$ cat config.mk
export PLATFORM = sky130hd
export DESIGN_NAME = apb_pwm_motor
export DESIGN_NICKNAME = d
export VERILOG_FILES = /design/src/rtl/apb_pwm_pkg.sv /design/src/rtl/pwm_channel.sv /design/src/rtl/apb_pwm_motor.sv
export SDC_FILE = /design/constraint.sdc
export NUM_CORES = 1
export LEC_CHECK = 0
export CORE_UTILIZATION = 60
export CTS_BUF_LIST = sky130_fd_sc_hd__clkbuf_2
export DETAILED_ROUTE_END_ITERATION = 16
export PLACE_DENSITY_LB_ADDON = 0.2
export SYNTH_ARGS = -nofsm -noshare
export SYNTH_HDL_FRONTEND = slang
export SYNTH_SLANG_ARGS = --single-unit
$ cat constraint.sdc
create_clock -name PCLK -period 4.3 [get_ports PCLK]
set_input_delay 0.43 -clock PCLK [delete_from_list [all_inputs] [get_ports PCLK]]
set_output_delay 0.43 -clock PCLK [all_outputs]
set_load 0.005 [all_outputs]
$ cat src/rtl/apb_pwm_pkg.sv
// Shared definitions for the APB motor PWM block.
// Register word offsets (PADDR[4:2]) and CTRL / STATUS bit positions.
package apb_pwm_pkg;

    // Word offsets decoded from PADDR[4:2]
    localparam logic [2:0] OFS_CTRL   = 3'd0;
    localparam logic [2:0] OFS_PERIOD = 3'd1;
    localparam logic [2:0] OFS_DUTY0  = 3'd2;
    localparam logic [2:0] OFS_DUTY1  = 3'd3;
    localparam logic [2:0] OFS_STATUS = 3'd4;
    localparam logic [2:0] OFS_COUNT  = 3'd5;

    // CTRL bit indices
    localparam int unsigned CTRL_EN     = 0;
    localparam int unsigned CTRL_IRQ_EN = 1;
    localparam int unsigned CTRL_DIR_LO = 2;
    localparam int unsigned CTRL_DIR_HI = 3;

    // STATUS bit indices
    localparam int unsigned STAT_IRQ_PEND = 0;
    localparam int unsigned STAT_UPD_PEND = 1;

endpackage

$ cat src/rtl/pwm_channel.sv
// One edge-aligned PWM channel with a double-buffered duty register.
// Ports:
//   clk_i, rst_i   clock, synchronous active-high reset
//   wr_i           commit strobe for the programmed duty value
//   wr_data_i      new programmed duty value
//   load_i         copy programmed duty into the active duty
//   en_i           channel enable (CTRL.EN)
//   cnt_i          shared period counter
//   duty_o         programmed duty, for register readback
//   pwm_o          registered PWM output
module pwm_channel #(
    parameter int unsigned CNT_W = 16
) (
    input  logic             clk_i,
    input  logic             rst_i,
    input  logic             wr_i,
    input  logic [CNT_W-1:0] wr_data_i,
    input  logic             load_i,
    input  logic             en_i,
    input  logic [CNT_W-1:0] cnt_i,
    output logic [CNT_W-1:0] duty_o,
    output logic             pwm_o
);

    logic [CNT_W-1:0] duty_q, duty_d;
    logic [CNT_W-1:0] duty_act_q, duty_act_d;
    logic             pwm_q, pwm_d;

    always_comb begin
        duty_d     = wr_i ? wr_data_i : duty_q;
        // A load in the same cycle as a write takes the old programmed value
        duty_act_d = load_i ? duty_q : duty_act_q;
        pwm_d      = en_i & (cnt_i < duty_act_q);
    end

    always_ff @(posedge clk_i) begin
        if (rst_i) begin
            duty_q     <= '0;
            duty_act_q <= '0;
            pwm_q      <= 1'b0;
        end else begin
            duty_q     <= duty_d;
            duty_act_q <= duty_act_d;
            pwm_q      <= pwm_d;
        end
    end

    assign duty_o = duty_q;
    assign pwm_o  = pwm_q;

endmodule

$ cat src/rtl/apb_pwm_motor.sv
// APB3 slave generating two edge-aligned PWM channels plus direction lines
// for the wheel motor drivers, with a period-wrap interrupt.
// Ports:
//   PCLK, PRESET                 clock, synchronous active-high reset
//   PSEL/PENABLE/PWRITE/PADDR/PWDATA   APB request (PADDR[4:2] decoded)
//   PRDATA/PREADY/PSLVERR         APB response, zero wait states
//   FABINT                        level interrupt (IRQ_PEND & IRQ_EN)
//   PWM[1:0]                      bit0 left motor, bit1 right motor
//   DIR[1:0]                      registered copy of CTRL[3:2]
module apb_pwm_motor
    import apb_pwm_pkg::*;
#(
    parameter int unsigned CNT_W      = 16,
    parameter int unsigned PERIOD_RST = 999
) (
    input  logic        PCLK,
    input  logic        PRESET,
    input  logic        PSEL,
    input  logic        PENABLE,
    input  logic        PWRITE,
    input  logic [31:0] PADDR,
    input  logic [31:0] PWDATA,
    output logic [31:0] PRDATA,
    output logic        PREADY,
    output logic        PSLVERR,
    output logic        FABINT,
    output logic [1:0]  PWM,
    output logic [1:0]  DIR
);

    logic [3:0]       ctrl_q, ctrl_d;
    logic [CNT_W-1:0] period_q, period_d;
    logic [CNT_W-1:0] period_act_q, period_act_d;
    logic [CNT_W-1:0] cnt_q, cnt_d;
    logic             irq_pend_q, irq_pend_d;
    logic             upd_pend_q, upd_pend_d;
    logic [31:0]      prdata_q, prdata_d;
    logic             pslverr_q, pslverr_d;
    logic             fabint_q, fabint_d;
    logic [1:0]       dir_q, dir_d;

    logic [CNT_W-1:0] duty0, duty1;
    logic             pwm0, pwm1;

    logic [2:0]  ofs;
    logic        en, wrap, load;
    logic        acc_err, wr_ok;
    logic        wr_ctrl, wr_period, wr_duty0, wr_duty1, wr_status;
    logic [31:0] rd_val;
    logic        unused_bits;

    assign ofs  = PADDR[4:2];
    assign en   = ctrl_q[CTRL_EN];
    assign wrap = en & (cnt_q == period_act_q);
    // Active copies track the programmed ones while disabled
    assign load = ~en | wrap;

    // Offsets 6/7 are unmapped; COUNT is read-only
    assign acc_err = (ofs > OFS_COUNT) | (PWRITE & (ofs == OFS_COUNT));
    assign wr_ok   = PSEL & PENABLE & PWRITE & ~acc_err;

    assign wr_ctrl   = wr_ok & (ofs == OFS_CTRL);
    assign wr_period = wr_ok & (ofs == OFS_PERIOD);
    assign wr_duty0  = wr_ok & (ofs == OFS_DUTY0);
    assign wr_duty1  = wr_ok & (ofs == OFS_DUTY1);
    assign wr_status = wr_ok & (ofs == OFS_STATUS);

    always_comb begin
        rd_val = '0;
        case (ofs)
            OFS_CTRL:   rd_val = 32'(ctrl_q);
            OFS_PERIOD: rd_val = 32'(period_q);
            OFS_DUTY0:  rd_val = 32'(duty0);
            OFS_DUTY1:  rd_val = 32'(duty1);
            OFS_STATUS: rd_val = 32'({upd_pend_q, irq_pend_q});
            OFS_COUNT:  rd_val = 32'(cnt_q);
            default:    rd_val = '0;
        endcase
    end

    always_comb begin
        ctrl_d       = wr_ctrl ? PWDATA[3:0] : ctrl_q;
        period_d     = wr_period ? PWDATA[CNT_W-1:0] : period_q;
        period_act_d = load ? period_q : period_act_q;

        if (!en || wrap) begin
            cnt_d = '0;
        end else begin
            cnt_d = cnt_q + CNT_W'(1);
        end

        // Set on wrap wins over a simultaneous W1C
        if (wrap) begin
            irq_pend_d = 1'b1;
        end else if (wr_status && PWDATA[STAT_IRQ_PEND]) begin
            irq_pend_d = 1'b0;
        end else begin
            irq_pend_d = irq_pend_q;
        end

        // A write coinciding with a load keeps the flag: the load used the old value
        if (wr_period || wr_duty0 || wr_duty1) begin
            upd_pend_d = 1'b1;
        end else if (load) begin
            upd_pend_d = 1'b0;
        end else begin
            upd_pend_d = upd_pend_q;
        end

        // Response is captured in the setup phase, stable through the access phase
        prdata_d  = prdata_q;
        pslverr_d = pslverr_q;
        if (PSEL && !PENABLE) begin
            pslverr_d = acc_err;
            prdata_d  = (!PWRITE && !acc_err) ? rd_val : '0;
        end

        fabint_d = irq_pend_q & ctrl_q[CTRL_IRQ_EN];
        dir_d    = ctrl_q[CTRL_DIR_HI:CTRL_DIR_LO];
    end

    always_ff @(posedge PCLK) begin
        if (PRESET) begin
            ctrl_q       <= '0;
            period_q     <= CNT_W'(PERIOD_RST);
            period_act_q <= CNT_W'(PERIOD_RST);
            cnt_q        <= '0;
            irq_pend_q   <= 1'b0;
            upd_pend_q   <= 1'b0;
            prdata_q     <= '0;
            pslverr_q    <= 1'b0;
            fabint_q     <= 1'b0;
            dir_q        <= '0;
        end else begin
            ctrl_q       <= ctrl_d;
            period_q     <= period_d;
            period_act_q <= period_act_d;
            cnt_q        <= cnt_d;
            irq_pend_q   <= irq_pend_d;
            upd_pend_q   <= upd_pend_d;
            prdata_q     <= prdata_d;
            pslverr_q    <= pslverr_d;
            fabint_q     <= fabint_d;
            dir_q        <= dir_d;
        end
    end

    pwm_channel #(
        .CNT_W (CNT_W)
    ) u_ch0 (
        .clk_i     (PCLK),
        .rst_i     (PRESET),
        .wr_i      (wr_duty0),
        .wr_data_i (PWDATA[CNT_W-1:0]),
        .load_i    (load),
        .en_i      (en),
        .cnt_i     (cnt_q),
        .duty_o    (duty0),
        .pwm_o     (pwm0)
    );

    pwm_channel #(
        .CNT_W (CNT_W)
    ) u_ch1 (
        .clk_i     (PCLK),
        .rst_i     (PRESET),
        .wr_i      (wr_duty1),
        .wr_data_i (PWDATA[CNT_W-1:0]),
        .load_i    (load),
        .en_i      (en),
        .cnt_i     (cnt_q),
        .duty_o    (duty1),
        .pwm_o     (pwm1)
    );

    // Upper address/data bits are intentionally ignored
    assign unused_bits = ^{PADDR[31:5], PADDR[1:0], PWDATA};

    assign PRDATA  = prdata_q;
    assign PREADY  = 1'b1;
    assign PSLVERR = pslverr_q;
    assign FABINT  = fabint_q;
    assign PWM     = {pwm1, pwm0};
    assign DIR     = dir_q;

endmodule

### Word level (Yosys, flattened, before mapping)

Index checks and enable logic that the tools add are counted.

* add/sub/neg operators: 1
* $lt $le $gt $ge: 3
* equality and inequality tests: 6
* mux-type cells: 6
* bitwise logic cells: 17
* reduce and logical (&&, ||, !) cells: 14

Operators with widths (count)
* case mux 16 bit (6 select lines): 1
* less-than comparator 16 bit: 2
* 2-to-1 mux 32 bit: 1
* adder 16 x 1 -> 16 bit, second input constant: 1
* equality test 16 bit: 1
* AND 1 bit: 13
* equality test 3 x 2 -> 1 bit, second input constant: 2
* equality test 3 bit, second input constant: 2
* zero test 1 bit: 4
* 2-to-1 mux 1 bit: 4
* nonzero test 2 bit: 2
* equality test 3 x 1 -> 1 bit, second input constant: 1
* greater-than comparator 3 bit, second input constant: 1
* logical AND 1 bit: 3
* zero test 3 bit: 1
* logical OR 1 bit: 3
* inverter 1 bit: 2
* OR 1 bit: 2
* OR reduction 2 bit: 1

* bits in registers: 156
* bits of input ports: 69
* output and inout port bits: 39
* word-level logic and storage cells: 63

### Depth between registers and ports, before layout

Gate-level depths: netlist (run 1).

* depth in word-level cells: 9
* depth in mapped cells: 8
* gate-level depth less buffers: 7

### Modules after synthesis

Synthesis (run 1) repeated with hierarchy kept, for this count alone.

* cells, all modules: 729
* area total of the unflattened synthesis: 6698.9 µm²

By module, submodules not included
* apb_pwm_motor: instances 1, cells each 413, area each 3613.5 µm², sequential area each 1481.4 µm²
* pwm_channel: instances 2, cells each 158, area each 1542.7 µm², sequential area each 660.6 µm²

### Worst setup path after synthesis (run 1)

No wires, ideal clock.

* path kind: register -> register
* start point: register cnt_q[3]
* end point: register period_act_q[11]
* library setup time: 128 ps
* arrival time: 1617 ps
* data required time: 4172 ps
* path slack: 2555 ps
* stages on the path, launching flop included: 9
* path buffers: 3
* period minus slack after synthesis: 1745 ps
* cells stage by stage: dfxtp_1 > buf_6 > xor2_1 > nor4_2 > a41o_2 > buf_12 > buf_12 > mux2i_1 > nor2_1

* longest elaborated chain between the ends: 3

Ends and longest elaborated chain
* start: declaration: RTL line apb_pwm_motor.sv:34 `logic [CNT_W-1:0] cnt_q, cnt_d;`
* start signal: assignment: RTL line apb_pwm_motor.sv:138 `cnt_q <= cnt_d;`
* equality test 16 bit: RTL line apb_pwm_motor.sv:54 `assign wrap = en & (cnt_q == period_act_q);`
* AND 1 bit: RTL line apb_pwm_motor.sv:54
* OR 1 bit: RTL line apb_pwm_motor.sv:56 `assign load = ~en | wrap;`
* end signal: assignment: RTL line apb_pwm_motor.sv:126 `period_act_q <= CNT_W'(PERIOD_RST);`
* end signal: assignment: RTL line apb_pwm_motor.sv:137 `period_act_q <= period_act_d;`
* end: declaration: RTL line apb_pwm_motor.sv:33 `logic [CNT_W-1:0] period_act_q, period_act_d;`

Every way passes these cells.
A chain may end at the register's enable or synchronous reset.

### Worst setup path in the final report (run 1)

* start point: register cnt_q[3]
* end point: register u_ch0.duty_act_q[5]

* longest elaborated chain between the ends: 3

Ends and longest elaborated chain
* equality test 16 bit: RTL line apb_pwm_motor.sv:54
* AND 1 bit: RTL line apb_pwm_motor.sv:54
* OR 1 bit: RTL line apb_pwm_motor.sv:56
* end signal: assignment: RTL line pwm_channel.sv:43 `duty_act_q <= duty_act_d;`
* end: declaration: RTL line pwm_channel.sv:26 `logic [CNT_W-1:0] duty_act_q, duty_act_d;`

Every way passes these cells.

==> results.toml, run 1 <==
[floorplanning]
die_w_um = 108
dieArea_um2 = 11600
initial_core_util_pct = 61.7
ios = 108
core_area_um2 = 10900
die_y_um = 108
rows = 38

[global_route]
grt_pass1_wl_mm = 25.6
met1_usage_pct = 38.6
antenna_found_initial = 1
gr-usage-met3_pct = 7.57
busiest_layer = "met2"
grt_pass1_vias = 4999
globalRouteOverflowTotal = 0
use_met2_pct = 45.2
gr-usage-all-layers_pct = 29.5
grt_max_degree = 68

[worst_hold_path]
hold_path.class = "in -> reg"

[pwr]
combPwrFrac_pct = 6.0
clkPwrFrac_pct = 32.7
p_seq_share_pct = 61.3
power_density_nw_per_um2 = 295
ir_worst_vdd_mv = 0.260
internal_power_mw = 1.60
power.switching_mw = 0.536
p_leak_nw = 2.92
p_sw_share_pct = 25.1

[clock_network]
clkLatencyLatePin_ps = 730
clockRootBuffer = "clkbuf_2"
ctsHoldBuffers = 0
clockBufferDepth = 2
cts.clk_slew.worst_paths_ps = 180
cts_tree = "done"
cts_repair_resize_count = 0
post_cts_buffers = 0
cts_htree_levels = 4
numClockSinks = 140
numCtsBuffers = 17

[cells_and_area]
post-route-cell-area_um2 = 7240
antenna_cells = 0
drive_gt1_share_pct = 6.09
fill_cells = 898
utilization_pct = 66.5
fin_nets = 876
seq_area_um2 = 2800
area_delta_synth_final_pct = 7.87
multiInputGateArea_um2 = 3390

[sta]
rsz0062_at_grt = "false"
tightestPinTransition_ps = 989
relSlewSlack_pct = 34.0
maxSlewViolCount = 0
fin_worst_skew_ps = 29.9
hold_viol = 0
tns_ps = 0
finalSetupViolations = 0
min_period_over_period_pct = 63.4
timing.fmax_ghz = 0.367
worst_slack_ps = 1570
final.min_clock_period_ps = 2730

[yosys]
synthFlopType = "dfxtp_1"
ys_types = 54
synth_edf_count = 0
avgSynthCellArea_um2 = 8.89
syn_inst = 755
synth_top_area_cell = "dfxtp_1"
yosysWarningCount = 0
async_flop_share_pct = 0
synth_seq_cells = 140
synth_seq_area_share_pct = 41.8
syn-cell-area_um2 = 6710
synthTopCellsByArea = "dfxtp_1, mux2i_1, nor2_1"
yosysTopAreaCellShare_pct = 41.8

[setup_path]
crit_family = "compound AO/OA/AOI/OAI gates"
worst_ep_arrival_time_ps = 3330
cp.required_ps = 4900
critPathLaunchType = "register"
end_kind = "register"
cp_slowest_cell = "a41o_2"
slowest_delay_ps = 730
cp_num_buf_inv = 1
crit_type = "reg -> reg"
path_cells = "xor2_1 -> nor4_2 -> a41o_2 -> buf_12 -> mux2i_1 -> nor2_1"
critical_path.max_fanout = 35

[route]
firstDrtPassIters = 5
drt_iter0_drc = 370
vias = 5339
postRouteAntennaNets = 0
avgViaCountPerCell = 5.75
wl_per_cell_um = 17.1
route.detailed.drc = 0
wirelength_mm = 15.9

[placement]
dp.final_hpwl_mm = 11.0
port_buffers = 45
dpl_cell_area_um2 = 7040
gp_congestion = 0.877
place_ws_ps = 1550

[job]
drv_cap = 0

[outcome]
status = "finished clean"
[synth_stat cells (2+ instances only)]
master and count:
a211o_1 2, dfxtp_1 140, nand2_1 77, nor2b_1 7
buf_2 11, nand4_1 6, a211oi_1 3, nor3_1 13
a22oi_1 36, conb_1 2, ha_1 31, or4_1 2
xor2_1 21, inv_1 36, nand2b_1 9, a21oi_1 40
xnor2_1 9, nor3_2 2, buf_4 22, o211ai_1 2
o21ai_0 7, nor4_1 2, nor2_1 110, buf_12 4
a21o_1 6, clkbuf_1 27, nand3b_1 8, nor4_2 3
buf_6 3, mux2i_1 68, or3_1 3, o22ai_1 13
nand3_1 9
[metrics by stage]
stage | hold WS [ps] | power, mW | cells
finish | 167 | 2.14 | 928
CTS | 143 | 2.14 | 928
floorplan | 421 | 1.42 | 770
global placement | 440 | 1.46 | 897
global route | 128 | 2.23 | 928
detailed placement | 447 | 1.46 | 897
[cell usage in the layout (no fill, tap or decap), drive strengths merged, types with 7 or more instances in the layout]
cell type      instances
o21ai                  7
mux2i                 68
nand2b                 9
dfxtp                140
nor3                  16
ha                    31
conb                  17
a21oi                 40
clkdlybuf4s50         44
o22ai                 13
nor2b                  7
clkbuf                18
nand2                 77
inv                   36
nand3                 10
clkinv                11
xor2                  21
nand3b                 8
nor2                 110
xnor2                  9
a22oi                 36
buf                   12
[path summary, 6_finish.rpt]
check | startpoint | endpoint | slack, ps | cells past startpoint
setup / recovery | cnt_q[3]$_SDFF_PP0_ | u_ch0.duty_act_q[5]$_SDFFE_PP0P_ | 1570 | 6
hold / removal | PRESET | u_ch0.duty_o[3]$_SDFFE_PP0P_ | 170 | 2
setup reg to reg | cnt_q[3]$_SDFF_PP0_ | u_ch0.duty_act_q[5]$_SDFFE_PP0P_ | 1570 | 6
hold reg to reg | ctrl_q[1]$_SDFFE_PP0P_ | FABINT$_SDFF_PP0_ | 480 | 2
[metal layers]
metal  up-vias  routed length (um)  part of all wire, %
met3        35                1050                  6.6
met2       187                7200                   45
met4         0                 476                  3.0
met5         -                   0                    0
met1      2523                7180                   45
li1       2594                   -                    -
[registers in the layout, indices dropped and copies added (netlist names)]
name and count:
DIR 2, FABINT 1, PRDATA 16, PSLVERR 1, cnt_q 16, ctrl_q 4, irq_pend_q 1, period_act_q 16
period_q 16, u_ch0.duty_act_q 16, u_ch0.duty_o 16, u_ch0.pwm_o 1, u_ch1.duty_act_q 16, u_ch1.duty_o 16, u_ch1.pwm_o 1, upd_pend_q 1
[layout make-up]
type,count,share of cell area (%)
Clock inverter,13,1.49
Timing Repair Buffer,56,7.50
Inverter,36,1.87
Sequential cell,140,38.7
Tap cell,140,2.42
Clock buffer,18,1.24
Multi-Input combinational cell,525,46.8
[logic make-up (layout without fill, tap and decap cells)]
kind of cell	Yosys count	count (layout)	synth area share, %
other	2	17	0.112
multiplexers	70	70	10.6
buffers and inverters	105	123	8.63
AND/OR/NAND/NOR	256	256	17.3
XOR/XNOR	30	30	3.91
adder cells (fa/ha/maj)	31	31	5.78
flip-flops	140	140	41.8
AO/OA/AOI/OAI	121	121	11.9
[power groups by stage]
stage	clock network (mW)	logic, mW	registers [mW]
finish	0.699	0.127	1.31
global route	0.774	0.137	1.31
CTS	0.707	0.125	1.31
detailed placement	0	0.125	1.34
global placement	0	0.122	1.34
floorplan	0	0.0856	1.34
Power figures use the tool's default switching activity.
==> run 2: changes to the inputs <==
CORE_UTILIZATION = 56   (was 60)
clock period = 2.55 ns   (was 4.3 ns; I/O delays follow)
==> run 2 against run 1 <==
Compared with the run above: non-clock buffer count up 18; final area increased by 3.6%; the flow now finishes with violations (design-rule violations); setup slack got worse by 1300 ps; clock skew down 1.6 ps; global-route usage shrank 1.2 points; critical endpoint is now u_ch0.duty_act_q[6]$_SDFFE_PP0P_; die area is 7.0% higher; largest power group unchanged; cell count grew 2.4%.
==> results.toml, run 2 (synthesis results as in run 1) <==
[setup_path]
reg2reg_depth = 6
crit_type = "reg -> reg"
r2r_slack_ps = 310
reg2reg_from = "cnt_q[6]$_SDFF_PP0_"
cp_slowest_cell = "dfxtp_1"
slowest_delay_ps = 580
critPathLaunchType = "register"
worst_ep_arrival_time_ps = 2860
end_kind = "register"
r2r_end = "u_ch0.duty_act_q[6]$_SDFFE_PP0P_"
cp.required_ps = 3170
critical_path.max_fanout = 30
path_cells = "xor2_1 -> nor4_1 -> a41o_2 -> buf_12 -> mux2i_1 -> nor2_1"

[global_route]
gr-usage-all-layers_pct = 28.3
globalRouteOverflowTotal = 0
antenna_found_initial = 0
grt_pass1_wl_mm = 27.1
grt_pass1_vias = 5246
grt_max_degree = 83

[clock_network]
numClockSinks = 140
cts_repair_resize_count = 0
numCtsBuffers = 17
clockRootBuffer = "clkbuf_2"
cts_htree_levels = 4
clkLatencyLatePin_ps = 760
clockBufferDepth = 2
cts.clk_slew.worst_paths_ps = 200
cts_tree = "done"
post_cts_buffers = 0

[pwr]
p_seq_share_pct = 55.4
clkPwrFrac_pct = 38.9
ir_worst_vdd_mv = 0.333
combPwrFrac_pct = 5.7
internal_power_mw = 3.03
power_density_nw_per_um2 = 533
p_leak_nw = 3.06
power.switching_mw = 0.964
p_sw_share_pct = 24.1

[route]
drt_iter0_drc = 502
vias = 5491
wl_per_cell_um = 17.9
firstDrtPassIters = 11
avgViaCountPerCell = 5.78
wirelength_mm = 17.0
postRouteAntennaNets = 0
route.detailed.drc = 8

[cells_and_area]
drive_gt1_share_pct = 8.80
final_common_cell = "dfxtp_1"
post-route-cell-area_um2 = 7500
utilization_pct = 64.9
layout_common_cells = "dfxtp_1, nor2_1, nand2_1, mux2i_1, clkdlybuf4s50_1"
fin_nets = 894
area_delta_synth_final_pct = 11.8
antenna_cells = 0

[worst_hold_path]
hold_start = "PWDATA[5]"
min_delay_path_depth = 3
min_to = "period_q[5]$_SDFFE_PP1P_"
hold_path.class = "in -> reg"

[sta]
rsz0062_at_grt = "false"
tightestPinTransition_ps = 1020
maxSlewViolCount = 0
timing.fmax_ghz = 0.446
relSlewSlack_pct = 31.6
min_period_over_period_pct = 87.8
fin_worst_skew_ps = 28.3
finalSetupViolations = 0
hold_viol = 0
final.min_clock_period_ps = 2240
tns_ps = 0

[floorplanning]
core_area_um2 = 11600
ios = 108
dieArea_um2 = 12400
die_y_um = 111
rows = 39
initial_core_util_pct = 58.0
die_w_um = 111

[job]
drv_cap = 0

[placement]
dp.final_hpwl_mm = 11.9
dpl_cell_area_um2 = 7200
gp_congestion = 0.876
port_buffers = 45

[outcome]
violations = "design-rule violations"
status = "finished with violations"
## run 2: timing repair
| item | in CTS | in global routing |
|---|---|---|
| endpoints found under the setup margin | 0 | 0 |
| hold endpoints to repair | 3 | 0 |
| hold buffers | 1 | 0 |
## run 2: area by class of cell
type	instances	area [um^2]
multi-input combinational	525	3390
inverter	36	135
fill	975	4060
clock inverter	13	198
sequential	140	2800
clock buffer	19	95.1
timing repair buffer	74	706
tap	143	179
## run 2: worst max path at each step
stage / from / end / cells past startpoint
2_1_floorplan: cnt_q[3]$_SDFF_PP0_ / period_act_q[11]$_SDFFE_PP0P_ / 8
3_3_place_gp: PADDR[3] / PRDATA[6]$_SDFFE_PP0P_ / 6
3_5_place_dp: PADDR[3] / PRDATA[4]$_SDFFE_PP0P_ / 6
4_1_cts: cnt_q[6]$_SDFF_PP0_ / u_ch0.duty_act_q[6]$_SDFFE_PP0P_ / 6
5_1_grt: cnt_q[6]$_SDFF_PP0_ / period_act_q[14]$_SDFFE_PP0P_ / 6
6_report: cnt_q[6]$_SDFF_PP0_ / u_ch0.duty_act_q[6]$_SDFFE_PP0P_ / 6
## run 2: per-stage QoR
| step | worst slack, ps | instances | total power, mW | hold slack [ps] |
|---|---|---|---|---|
| floorplan | 805 | 770 | 2.40 | 379 |
| global placement | 241 | 917 | 2.48 | 443 |
| detailed placement | 192 | 917 | 2.48 | 463 |
| CTS | 374 | 950 | 4.02 | 50.2 |
| global route | 201 | 950 | 4.12 | 86.4 |
| finish | 310 | 950 | 4.00 | 92.3 |
## run 2: critical path: cells and delay by family, from the launching register on
| family | cells | cell delay (ps) |
|---|---|---|
| muxes | 1 | 220 |
| xor gates and xnor gates | 1 | 180 |
| and+or+nand+nor | 2 | 540 |
| buffers and inverters | 1 | 220 |
| AOI/OAI and AO/OA | 1 | 350 |
| DFF | 1 | 580 |
## run 2: power by group through the flow
stage	logic, mW	clock network (mW)	registers, mW
after floorplan	0.144	0	2.25
after global placement	0.220	0	2.26
after detailed placement	0.223	0	2.26
after CTS	0.225	1.58	2.21
after global routing	0.245	1.66	2.22
final	0.230	1.55	2.21
## run 2: layer usage
metal	part of all wire (%)	track usage, %	up-vias
met5	0	0	-
met4	2.7	12.7	0
met3	8.6	6.10	38
met2	46	44.8	233
met1	43	37.2	2600
li1	-	-	2620
==> run 3: changes to the inputs <==
CAP_MARGIN = 10   (was not set)
==> results of run 3 <==
No change in the layout: final DEF, timing and power equal those of run 2.
